--- src/rtl/dcache_data_array_arb.sv ---
// dcache_data_array_arb: refill/hit_write/read arbiter for the dcache data array port with refill lock and read starvation guard
module dcache_data_array_arb #(
  parameter int STARVE_MAX = 4
) (
  input  logic         clock_i,
  input  logic         reset_i,
  input  logic         refill2arb_valid_i,
  output logic         refill2arb_ready_o,
  input  logic [5:0]   refill2arb_index_i,
  input  logic [2:0]   refill2arb_way_i,
  input  logic [1:0]   refill2arb_offset_i,
  input  logic [127:0] refill2arb_wdata_i,
  input  logic         hit_write2arb_valid_i,
  output logic         hit_write2arb_ready_o,
  input  logic [15:0]  hit_write2arb_bwen_i,
  input  logic [5:0]   hit_write2arb_index_i,
  input  logic [2:0]   hit_write2arb_way_i,
  input  logic [1:0]   hit_write2arb_offset_i,
  input  logic [127:0] hit_write2arb_wdata_i,
  input  logic         read2arb_valid_i,
  output logic         read2arb_ready_o,
  input  logic [5:0]   read2arb_index_i,
  input  logic [2:0]   read2arb_way_i,
  input  logic [1:0]   read2arb_offset_i,
  output logic         arb2read_rvalid_o,
  output logic [127:0] arb2read_rdata_o,
  output logic         arb2data_array_valid_o,
  output logic         arb2data_array_wen_o,
  output logic [15:0]  arb2data_array_bwen_o,
  output logic [5:0]   arb2data_array_index_o,
  output logic [2:0]   arb2data_array_way_o,
  output logic [1:0]   arb2data_array_offset_o,
  output logic [127:0] arb2data_array_wdata_o,
  input  logic [127:0] data_array2arb_rdata_i
);
  typedef enum logic {ARB, LOCK} state_e;
  state_e      state_q, state_d;
  logic [1:0]  beat_cnt_q, beat_cnt_d;
  logic [3:0]  starve_cnt_q, starve_cnt_d;
  logic        rvalid_q;
  logic        force_rd, gnt_ref, gnt_hw, gnt_rd;
  always_comb begin
    force_rd = state_q == ARB && read2arb_valid_i && starve_cnt_q == 4'(STARVE_MAX);
    gnt_ref  = reset_i && refill2arb_valid_i && !force_rd;
    gnt_hw   = reset_i && state_q == ARB && hit_write2arb_valid_i && !refill2arb_valid_i && !force_rd;
    gnt_rd   = reset_i && state_q == ARB && read2arb_valid_i &&
               (force_rd || (!refill2arb_valid_i && !hit_write2arb_valid_i));
    state_d    = state_q;
    beat_cnt_d = beat_cnt_q;
    if (gnt_ref) begin
      beat_cnt_d = beat_cnt_q + 2'd1;
      state_d    = (state_q == LOCK && beat_cnt_q == 2'd3) ? ARB : LOCK;
    end
    starve_cnt_d = (!read2arb_valid_i || gnt_rd) ? 4'd0 :
                   (state_q == LOCK || starve_cnt_q == 4'(STARVE_MAX)) ? starve_cnt_q :
                   starve_cnt_q + 4'd1;
  end
  always_ff @(posedge clock_i) begin
    if (!reset_i) begin
      state_q      <= ARB;
      beat_cnt_q   <= 2'd0;
      starve_cnt_q <= 4'd0;
      rvalid_q     <= 1'b0;
    end else begin
      state_q      <= state_d;
      beat_cnt_q   <= beat_cnt_d;
      starve_cnt_q <= starve_cnt_d;
      rvalid_q     <= gnt_rd;
    end
  end
  assign refill2arb_ready_o      = gnt_ref;
  assign hit_write2arb_ready_o   = gnt_hw;
  assign read2arb_ready_o        = gnt_rd;
  // a return in flight when reset asserts is dropped immediately
  assign arb2read_rvalid_o       = rvalid_q && reset_i;
  assign arb2read_rdata_o        = data_array2arb_rdata_i;
  assign arb2data_array_valid_o  = gnt_ref || gnt_hw || gnt_rd;
  assign arb2data_array_wen_o    = gnt_ref || gnt_hw;
  assign arb2data_array_bwen_o   = gnt_ref ? 16'hFFFF : gnt_hw ? hit_write2arb_bwen_i : 16'h0;
  assign arb2data_array_wdata_o  = gnt_ref ? refill2arb_wdata_i : gnt_hw ? hit_write2arb_wdata_i : '0;
  assign arb2data_array_index_o  = gnt_ref ? refill2arb_index_i : gnt_hw ? hit_write2arb_index_i :
                                   gnt_rd ? read2arb_index_i : 6'd0;
  assign arb2data_array_way_o    = gnt_ref ? refill2arb_way_i : gnt_hw ? hit_write2arb_way_i :
                                   gnt_rd ? read2arb_way_i : 3'd0;
  assign arb2data_array_offset_o = gnt_ref ? refill2arb_offset_i : gnt_hw ? hit_write2arb_offset_i :
                                   gnt_rd ? read2arb_offset_i : 2'd0;
endmodule

--- config.mk ---
export PLATFORM = sky130hd
export DESIGN_NAME = dcache_data_array_arb
export DESIGN_NICKNAME = d
export VERILOG_FILES = /design/src/rtl/dcache_data_array_arb.sv
export SDC_FILE = /design/constraint.sdc
export NUM_CORES = 1
export LEC_CHECK = 0
export CELL_PAD_IN_SITES_DETAIL_PLACEMENT = 0
export CELL_PAD_IN_SITES_GLOBAL_PLACEMENT = 1
export CORE_AREA = 2 2 281 283
export CTS_CLUSTER_DIAMETER = 200
export DETAILED_ROUTE_END_ITERATION = 7
export DIE_AREA = 0 0 283 285
export PLACE_DENSITY_LB_ADDON = 0.25
export REMOVE_ABC_BUFFERS = 1
export SLEW_MARGIN = 20
export SYNTH_ARGS = -nofsm -noshare
export SYNTH_HDL_FRONTEND = slang
export SYNTH_SLANG_ARGS = --single-unit
--- constraint.sdc ---
create_clock -name clock_i -period 2 [get_ports clock_i]
set_input_delay 0.4 -clock clock_i [delete_from_list [all_inputs] [get_ports clock_i]]
set_output_delay 0.4 -clock clock_i [all_outputs]
set_load 0.01 [all_outputs]
=== After elaboration in Yosys (flattened, before gate mapping) ===
Index checks and enable logic that the tools add are counted.

* $add $sub $neg: 2
* Equality and inequality tests: 2
* Multiplexer cells: 14
* Bitwise operators: 2
* Reduce and logical (&&, ||, !) cells: 23

{| class="wikitable"
|+ Operator list
! operator !! number
|-
| $mux 128 || 2
|-
| $mux 16 || 2
|-
| $mux 6 || 3
|-
| $logic_and 1x1->1 || 13
|-
| $mux 3 || 3
|-
| $mux 2 || 3
|-
| $logic_or 1x1->1 || 5
|-
| $add 4x1->4 const B || 1
|-
| $eq 4x3->1 const B || 1
|-
| $logic_not 1->1 || 4
|-
| $add 2x1->2 const B || 1
|-
| $eq 2x2->1 const B || 1
|-
| $not 1->1 || 2
|-
| $reduce_or 2->1 || 1
|-
| $mux 1 || 1
|}

* Register bits after elaboration: 8
* Input bits: 438
* Output and inout bits: 289
* Logic and storage cells: 47

=== Depth between registers and ports, before layout ===
Gate-level depths: netlist of run 1.

* Word-level depth: 8
* Depth in mapped cells: 7
* Gate-level depth less buffers: 5

=== Least setup slack after synthesis of run 1 ===
No wires, ideal clock.

* Kind: in2out
* Start: input port refill2arb_valid_i
* End: output port arb2data_array_index_o[0]
* Data arrival time: 1.416 ns
* Required time: 1.600 ns
* Path slack: 0.184 ns
* Stages on the path: 5
* Path buffers: 2
* Cells stage by stage: buf_4 or3_4 a21oi_4 buf_6 o2bb2ai_1

* Longest elaborated chain between the ends: 7
* Elaborated cells on any way between the ends: 11
* Those cells by class: mux: 3; reduce/logical: 8

{| class="wikitable"
|+ RTL lines
! item !! RTL line !! RTL
|-
| from (decl) || 7 || <nowiki>input logic refill2arb_valid_i,</nowiki>
|-
| $logic_not 1->1 || 47 || <nowiki>(force_rd || (!refill2arb_valid_i && !hit_write2arb_valid_i));</nowiki>
|-
| $logic_and 1x1->1 || 47 ||
|-
| $logic_or 1x1->1 || 47 ||
|-
| $logic_and 1x1->1 || 46 || <nowiki>gnt_rd = reset_i && state_q == ARB && read2arb_valid_i &&</nowiki>
|-
| via read2arb_ready_o || 21 || <nowiki>output logic read2arb_ready_o,</nowiki>
|-
| $mux 6 || 82 || <nowiki>gnt_rd ? read2arb_index_i : 6'd0;</nowiki>
|-
| $mux 6 (2 in series) || 81 || <nowiki>assign arb2data_array_index_o = gnt_ref ? refill2arb_index_i : gnt_hw ? hit_write2arb_index_i :</nowiki>
|-
| to (decl) || 30 || <nowiki>output logic [5:0] arb2data_array_index_o,</nowiki>
|}

The timed path passes the listed nets, and every way through them passes these cells.

=== Worst setup path after layout of run 1 ===
* Start: register starve_cnt_q[0]
* End: output port arb2data_array_wdata_o[80]

* Longest elaborated chain between the ends: 6
* Elaborated cells on any way between the ends: 7
* Those cells by class: eq/ne: 1; mux: 2; reduce/logical: 4

{| class="wikitable"
|+ RTL lines
! item !! RTL line !! RTL
|-
| from (decl) || 39 || <nowiki>logic [3:0] starve_cnt_q, starve_cnt_d;</nowiki>
|-
| from (signal assigned) || 67 || <nowiki>starve_cnt_q <= starve_cnt_d;</nowiki>
|-
| $eq 4x3->1 (*) || 43 || <nowiki>force_rd = state_q == ARB && read2arb_valid_i && starve_cnt_q == 4'(STARVE_MAX);</nowiki>
|-
| $logic_and 1x1->1 (*) || 43 ||
|-
| $logic_not 1->1 (*) || 44, 45 ||
|-
| $logic_and 1x1->1 || 45 || <nowiki>gnt_hw = reset_i && state_q == ARB && hit_write2arb_valid_i && !refill2arb_valid_i && !force_rd;</nowiki>
|-
| $mux 128 || 80 || <nowiki>assign arb2data_array_wdata_o = gnt_ref ? refill2arb_wdata_i : gnt_hw ? hit_write2arb_wdata_i : '0;</nowiki>
|-
| $mux 128 (*) || 80 ||
|-
| to (decl) || 33 || <nowiki>output logic [127:0] arb2data_array_wdata_o,</nowiki>
|}

Every way passes the cells marked *; elsewhere a longest branch is shown, timed or not.

==> flow_summary.yaml, run 1 <==
synthesis:
  syn-instance-count: 560
  avgSynthCellArea_um2: 6.37
  ys_warn_count: 0
  ys_seq_elements: 8
  yosysSeqAreaShare: 0.0449
  yosysUniqueCellTypes: 34
  netlist_area_um2: 3570
floorplanning:
  initial_utilization: 0.0458
  die_w_um: 283
  rows: 103
  pin_count: 727
  core-area_um2: 78000
  die-area_um2: 80700
  die_h_um: 285
power:
  p_sw_mw: 1.06
  power_mw: 2.84
  peakVddDrop_mv: 0.189
  comb_power_share: 0.819
  p_per_area_nw_per_um2: 257
  swShare: 0.372
  clkPwrFrac: 0.120
  p_int_mw: 1.79
  p_leak_nw: 4.03
  power_frac_seq: 0.061
worst_hold_path:
  min_to: "beat_cnt_q[1]"
  whs_path_depth: 2
  hp-class: "register to register"
  hold_start: "beat_cnt_q[1]"
finish:
  mostFrequentLayoutCell: "clkdlybuf4s50_1"
  nFillCells: 8926
  final_nets: 1433
  stdcell_area_um2: 11000
  area_growth_pct: 209
  final_cell_mix: "306 x clkdlybuf4s50_1, 101 x buf_6, 100 x a22oi_1"
  drive_above_1_share: 0.456
global_route:
  antenna_found_initial: 45
  grt_util_all_layers: 0.148
  grt_max_degree: 60
  gr-total-overflow: 0
  grt_pass1_wl_um: 77900
  grt_pass1_vias: 6680
clock_tree:
  tritoncts: "built"
  ctsHtreeMaxLevel: 1
  clkLatencyLatePin_ns: 0.23
  root_buffer: "clkbuf_16"
  numCtsBuffers: 3
  hold_buffers: 0
  cts.path.max_buffers: 2
  clock_sinks: 8
  cts.reportedPaths.clkPinSlew_ns: 0.04
detailed_routing:
  wl_um: 63600
  drc: 0
  vias: 6605
  viasPerCell: 3.22
  wire_per_inst_um: 31.0
  drtIter0Drc: 300
  dr.pass1.iters: 4
  ant_nets: 0
placed_design:
  gp_congestion: 0.795
  hpwl_um: 50800
  port_buffers: 470
  place_area_um2: 9010
  dp_slack_ns: -0.869
timing:
  finalClockSkew_ns: 0.000480
  timing.final.hold_violations: 0
  slew_headroom: 0.678
  setup_viol: 160
  rsz0062_at_grt: "yes"
  min_period_ns: 2.27
  min_period_over_period: 1.14
  fmax_ghz: 0.440
  worst_slack_ns: -0.273
  tightest_slew_ns: 0.483
  slew_violations: 0
setup_path:
  start_kind: "register"
  cpMaxStageDelayCell: "dfxtp_2"
  cp.arrival_ns: 1.87
  regToRegEndpoint: "starve_cnt_q[1]"
  timing.rr.start: "starve_cnt_q[0]"
  cp.required_ns: 1.60
  path_cells: "inv_2 > ha_4 > nand4bb_4 > o21ai_4 > buf_12 > buf_8 > buf_12 > clkbuf_16 > nor2_1 > buf_2"
  path_max_fanout: 6
  reg2regPathDepth: 6
  ff2ff_setup_slack_ns: 0.50
  max_stage_delay_ns: 0.31
  critical_path_buf_inv_count: 6
  critPathTopFamily: "buffers and inverters"
  crit_top_cell: "buf_12"
  crit_type: "register to primary output"
  cp-end-kind: "primary output"
outcome:
  status: "complete, but fails checks"
  violations: "setup timing"
run:
  max_cap_violations: 0
==> timing repair <==
action                                  CTS  global route
cloned                                   14             5
resized for setup                       744           263
endpoints found under the setup margin  161           160
pin swaps                                64            64
setup buffers                            50            19
==> layer usage <==
layer  routed length (um)  part of all wire  GRT usage  vias up
li1                     -                 -          -     2736
met1                24400              0.38      0.156     3003
met2                23500              0.37      0.194      726
met3                14100              0.22      0.171       82
met4                  406            0.0064    0.00745       58
met5                 1220             0.019     0.0826        -
==> power groups by stage <==
stage,logic [mW],clock network (mW),registers (mW)
after floorplan,0.450,0,0.176
after global placement,1.85,0,0.176
after detailed placement,1.84,0,0.176
after CTS,2.11,0.350,0.174
after global routing,2.46,0.368,0.176
final,2.33,0.340,0.174
==> logic make-up after synthesis <==
logic type	count (synthesis)	share of synthesized area
buffers and inverters	188	0.356
muxes	2	0.00561
and+or+nand+nor	182	0.222
DFF	8	0.0449
AOI/OAI and AO/OA	177	0.360
adders and majority gates	3	0.0105
==> synthesized netlist by cell type (all sizes together) <==
cell type | n | area [um^2]
nand4bb | 1 | 27.5
nand2 | 5 | 18.8
nand3 | 1 | 5.00
nor2b | 3 | 18.8
ha | 3 | 37.5
and2 | 12 | 75.1
or3b | 1 | 8.76
nor3b | 1 | 12.5
nor3 | 1 | 5.00
a21oi | 21 | 116
nor2 | 148 | 556
buf | 165 | 1180
inv | 4 | 15.0
o21bai | 1 | 7.51
dfxtp | 8 | 160
and3 | 1 | 6.26
o21ai | 3 | 18.8
nand4b | 1 | 8.76
a22oi | 128 | 961
mux2i | 2 | 20.0
nand4 | 1 | 6.26
o21a | 1 | 7.51
clkbuf | 19 | 71.3
and3b | 1 | 8.76
o2bb2ai | 11 | 96.3
or3 | 3 | 23.8
o211a | 1 | 10.0
nand2b | 2 | 12.5
a31oi | 11 | 68.8
==> state kept, by name, indices dropped and copies added (netlist names) <==
signal and cells:
beat_cnt_q 2, rvalid_q 1, starve_cnt_q 4, state_q 1
==> worst min-delay path, delay by kind of cell (launching register included) <==
family	cells	cell delay, ns
DFF	1	0.30
and+or+nand+nor	1	0.06
muxes	1	0.05
==> through the flow <==
step | std cells | setup TNS, ns | utilization | hold WS, ns
2_1_floorplan | 376 | -462.81 | - | 0.438
5_1_grt | 2040 | -44.93 | 0.141 | 0.492
6_report | 2050 | -30.50 | 0.142 | 0.463
3_3_place_gp | 1955 | -114.66 | 0.116 | 0.448
3_5_place_dp | 1955 | -112.51 | 0.116 | 0.457
4_1_cts | 2021 | -38.88 | 0.129 | 0.461
==> area by class of cell <==
type / instances / area (um^2) / area share
diodes: 10 / 25.0 / 0.00227
clock buffers: 3 / 75.1 / 0.00680
inverters: 4 / 15.0 / 0.00136
multi-input cells: 364 / 3010 / 0.272
flip-flops and latches: 8 / 166 / 0.0151
well taps: 1050 / 1310 / 0.119
repair buffers: 611 / 6440 / 0.583
==> worst max-delay path by stage <==
stage,startpoint,to,slack (ns),cells after the start
after floorplan,state_q,arb2data_array_wdata_o[0],-3.00,3
after global placement,hit_write2arb_valid_i,arb2data_array_wdata_o[101],-0.87,7
after detailed placement,hit_write2arb_valid_i,arb2data_array_wdata_o[127],-0.87,7
after CTS,starve_cnt_q[1],arb2data_array_wdata_o[77],-0.34,9
after global routing,starve_cnt_q[0],arb2data_array_wdata_o[120],-0.36,10
final,starve_cnt_q[0],arb2data_array_wdata_o[80],-0.27,10
(Power assumes the default switching activity.)
==> inputs of run 2 (changes only) <==
--- a/config.mk
+++ b/config.mk
@@ -5,6 +5,7 @@
 export SDC_FILE = /design/constraint.sdc
 export NUM_CORES = 1
 export LEC_CHECK = 0
+export CAP_MARGIN = 20
 export CELL_PAD_IN_SITES_DETAIL_PLACEMENT = 0
 export CELL_PAD_IN_SITES_GLOBAL_PLACEMENT = 1
 export CORE_AREA = 2 2 281 283
==> results of run 2 <==
Final layout, timing and power as in run 1 (identical DEF).
==> inputs of run 3 (changes only) <==
--- a/config.mk
+++ b/config.mk
@@ -8,11 +8,13 @@
 export CAP_MARGIN = 20
 export CELL_PAD_IN_SITES_DETAIL_PLACEMENT = 0
 export CELL_PAD_IN_SITES_GLOBAL_PLACEMENT = 1
-export CORE_AREA = 2 2 281 283
+export CORE_AREA = 2 2 279 281
 export CTS_CLUSTER_DIAMETER = 200
 export DETAILED_ROUTE_END_ITERATION = 7
-export DIE_AREA = 0 0 283 285
+export DIE_AREA = 0 0 281 283
+export DONT_BUFFER_PORTS = 1
 export PLACE_DENSITY_LB_ADDON = 0.25
+export RECOVER_POWER = 25
 export REMOVE_ABC_BUFFERS = 1
 export SLEW_MARGIN = 20
 export SYNTH_ARGS = -nofsm -noshare
==> run 3 against run 2 <==
Compared with the run above: clock skew is essentially flat; non-clock buffer count decreased by 490; critical path type unchanged; cell area fell by 53%; combinational power shrank 61%; critical path depth down 3; largest power group unchanged; worst setup slack gained 0.12 ns; the flow still finishes with violations (setup timing).
==> flow_summary.yaml, run 3 (synthesized netlist as in run 1, its figures left out) <==
finish:
  final_nets: 943
  largest_register: "starve_cnt_q"
  nFillCells: 9043
  drive_above_1_share: 0.328
  area_growth_pct: 44.7
  largest_register_ffs: 4
  stdcell_area_um2: 5160
  top_regs: "starve_cnt_q x4, beat_cnt_q x2"
  stdcell_count: 1549
  mostFrequentLayoutCell: "nor2_1"
  final_cell_mix: "137 x nor2_1, 120 x a22oi_1, 85 x buf_4"
  utilization: 0.0673
global_route:
  grt_max_degree: 162
  grt_pass1_vias: 4194
  antenna_found_initial: 27
  grt_pass1_wl_um: 58200
  grt_util_all_layers: 0.119
  gr-total-overflow: 0
outcome:
  status: "complete, but fails checks"
  violations: "setup timing"
worst_hold_path:
  min_to: "state_q"
  hold_start: "reset_i"
  hp-class: "primary input to register"
  whs_path_depth: 1
setup_path:
  cp-end-kind: "primary output"
  timing.rr.start: "starve_cnt_q[1]"
  cp.required_ns: 1.60
  cp.arrival_ns: 1.75
  start_kind: "register"
  reg2regPathDepth: 6
  crit_type: "register to primary output"
  ff2ff_setup_slack_ns: 0.50
  regToRegEndpoint: "starve_cnt_q[1]"
  path_max_fanout: 6
placed_design:
  dp_cells: 1512
  port_buffers: 0
  place_area_um2: 4460
  hpwl_um: 41500
  dp_slack_ns: -0.158
  gp_congestion: 0.702
power:
  p_int_uw: 841
  comb_power_share: 0.638
  power_mw: 1.44
  p_leak_nw: 1.62
  p_sw_uw: 595
  clkPwrFrac: 0.240
  peakVddDrop_mv: 0.180
  p_per_area_nw_per_um2: 278
  swShare: 0.415
  power_frac_seq: 0.122
detailed_routing:
  drtIter0Drc: 319
  dr.pass1.iters: 4
  wl_um: 51600
  viasPerCell: 2.95
  ant_nets: 0
  vias: 4573
  drc: 0
  wire_per_inst_um: 33.3
clock_tree:
  clock_sinks: 8
  tritoncts: "built"
  cts.reportedPaths.clkPinSlew_ns: 0.04
  cts.path.max_buffers: 2
  numCtsBuffers: 3
  root_buffer: "clkbuf_16"
  ctsHtreeMaxLevel: 1
  hold_buffers: 0
  clkLatencyLatePin_ns: 0.23
floorplanning:
  die_w_um: 281
  initial_utilization: 0.0465
  core-area_um2: 76700
  die_h_um: 283
  pin_count: 727
  die-area_um2: 79500
  rows: 102
timing:
  setup_viol: 145
  slew_violations: 0
  timing.final.hold_violations: 0
  min_period_over_period: 1.07
  rsz0062_at_grt: "yes"
  slew_headroom: 0.669
  min_period_ns: 2.15
  tightest_slew_ns: 0.497
  worst_slack_ns: -0.149
  finalClockSkew_ns: 0.000671
  fmax_ghz: 0.465
run:
  max_cap_violations: 0
-- run 3: cell count changes in the layout (fill, tap and decap cells not counted), sizes merged --
cell / delta
clkbuf: -12
buf: -168
diode: -1
dlygate4sd2: -2
clkdlybuf4s50: -306
clkdlybuf4s15: -2
-- run 3: worst max-delay path by stage --
stage,from,to,slack [ns],cells past startpoint
3_5_place_dp,refill2arb_valid_i,arb2data_array_wdata_o[3],-0.16,6
6_report,state_q,arb2data_array_wdata_o[47],-0.15,7
5_1_grt,starve_cnt_q[0],arb2data_array_wdata_o[29],-0.22,8
2_1_floorplan,state_q,arb2data_array_wdata_o[0],-3.00,3
4_1_cts,state_q,arb2data_array_wdata_o[81],-0.16,8
3_3_place_gp,state_q,arb2data_array_wdata_o[3],-0.16,6
-- run 3: what timing repair did --
item | CTS | global route
endpoints found under the setup margin | 159 | 159
pin swaps | 3 | 4
gates cloned | 4 | 6
resized for setup | 50 | 14
buffers inserted | 13 | 3
-- run 3: worst max-delay path, stage by stage (launching register included) --
cell and delay [ns]:
dfxtp_4 0.39, nor3b_4 0.06, buf_4 0.13, buf_6 0.13
buf_16 0.15, a22oi_1 0.40, nor2_1 0.08, buf_4 0.16
-- run 3: through the flow --
stage | setup TNS, ns | hold slack [ns]
2_1_floorplan | -462.81 | 0.438
3_3_place_gp | -0.454 | 0.450
3_5_place_dp | -0.476 | 0.469
4_1_cts | -15.57 | 0.294
5_1_grt | -24.61 | 0.297
6_report | -11.21 | 0.295
-- run 3: cell type report --
type,count,area (um^2),share of cell area
timing repair buffer,121,1290,0.250
sequential,8,165,0.0320
multi-input combinational,364,2300,0.445
tap,1040,1300,0.252
clock buffer,3,75.1,0.0145
antenna,9,22.5,0.00436
inverter,4,15.0,0.00291
-- run 3: power groups by stage --
stage	Sequential (mW)	Combinational (mW)	Clock, mW
after floorplan	0.176	0.450	0
after global placement	0.177	0.773	0
after detailed placement	0.177	0.766	0
after CTS	0.174	0.883	0.350
after global routing	0.176	0.989	0.361
final	0.175	0.917	0.345
-- run 3: metal layers --
layer,routed length (um),global-route usage,vias to the layer above,part of all wire
met3,11200,0.123,76,0.22
met4,972,0.0136,36,0.019
met5,744,0.0586,-,0.014
met2,17300,0.140,639,0.34
li1,-,-,1739,-
met1,21400,0.144,2083,0.41
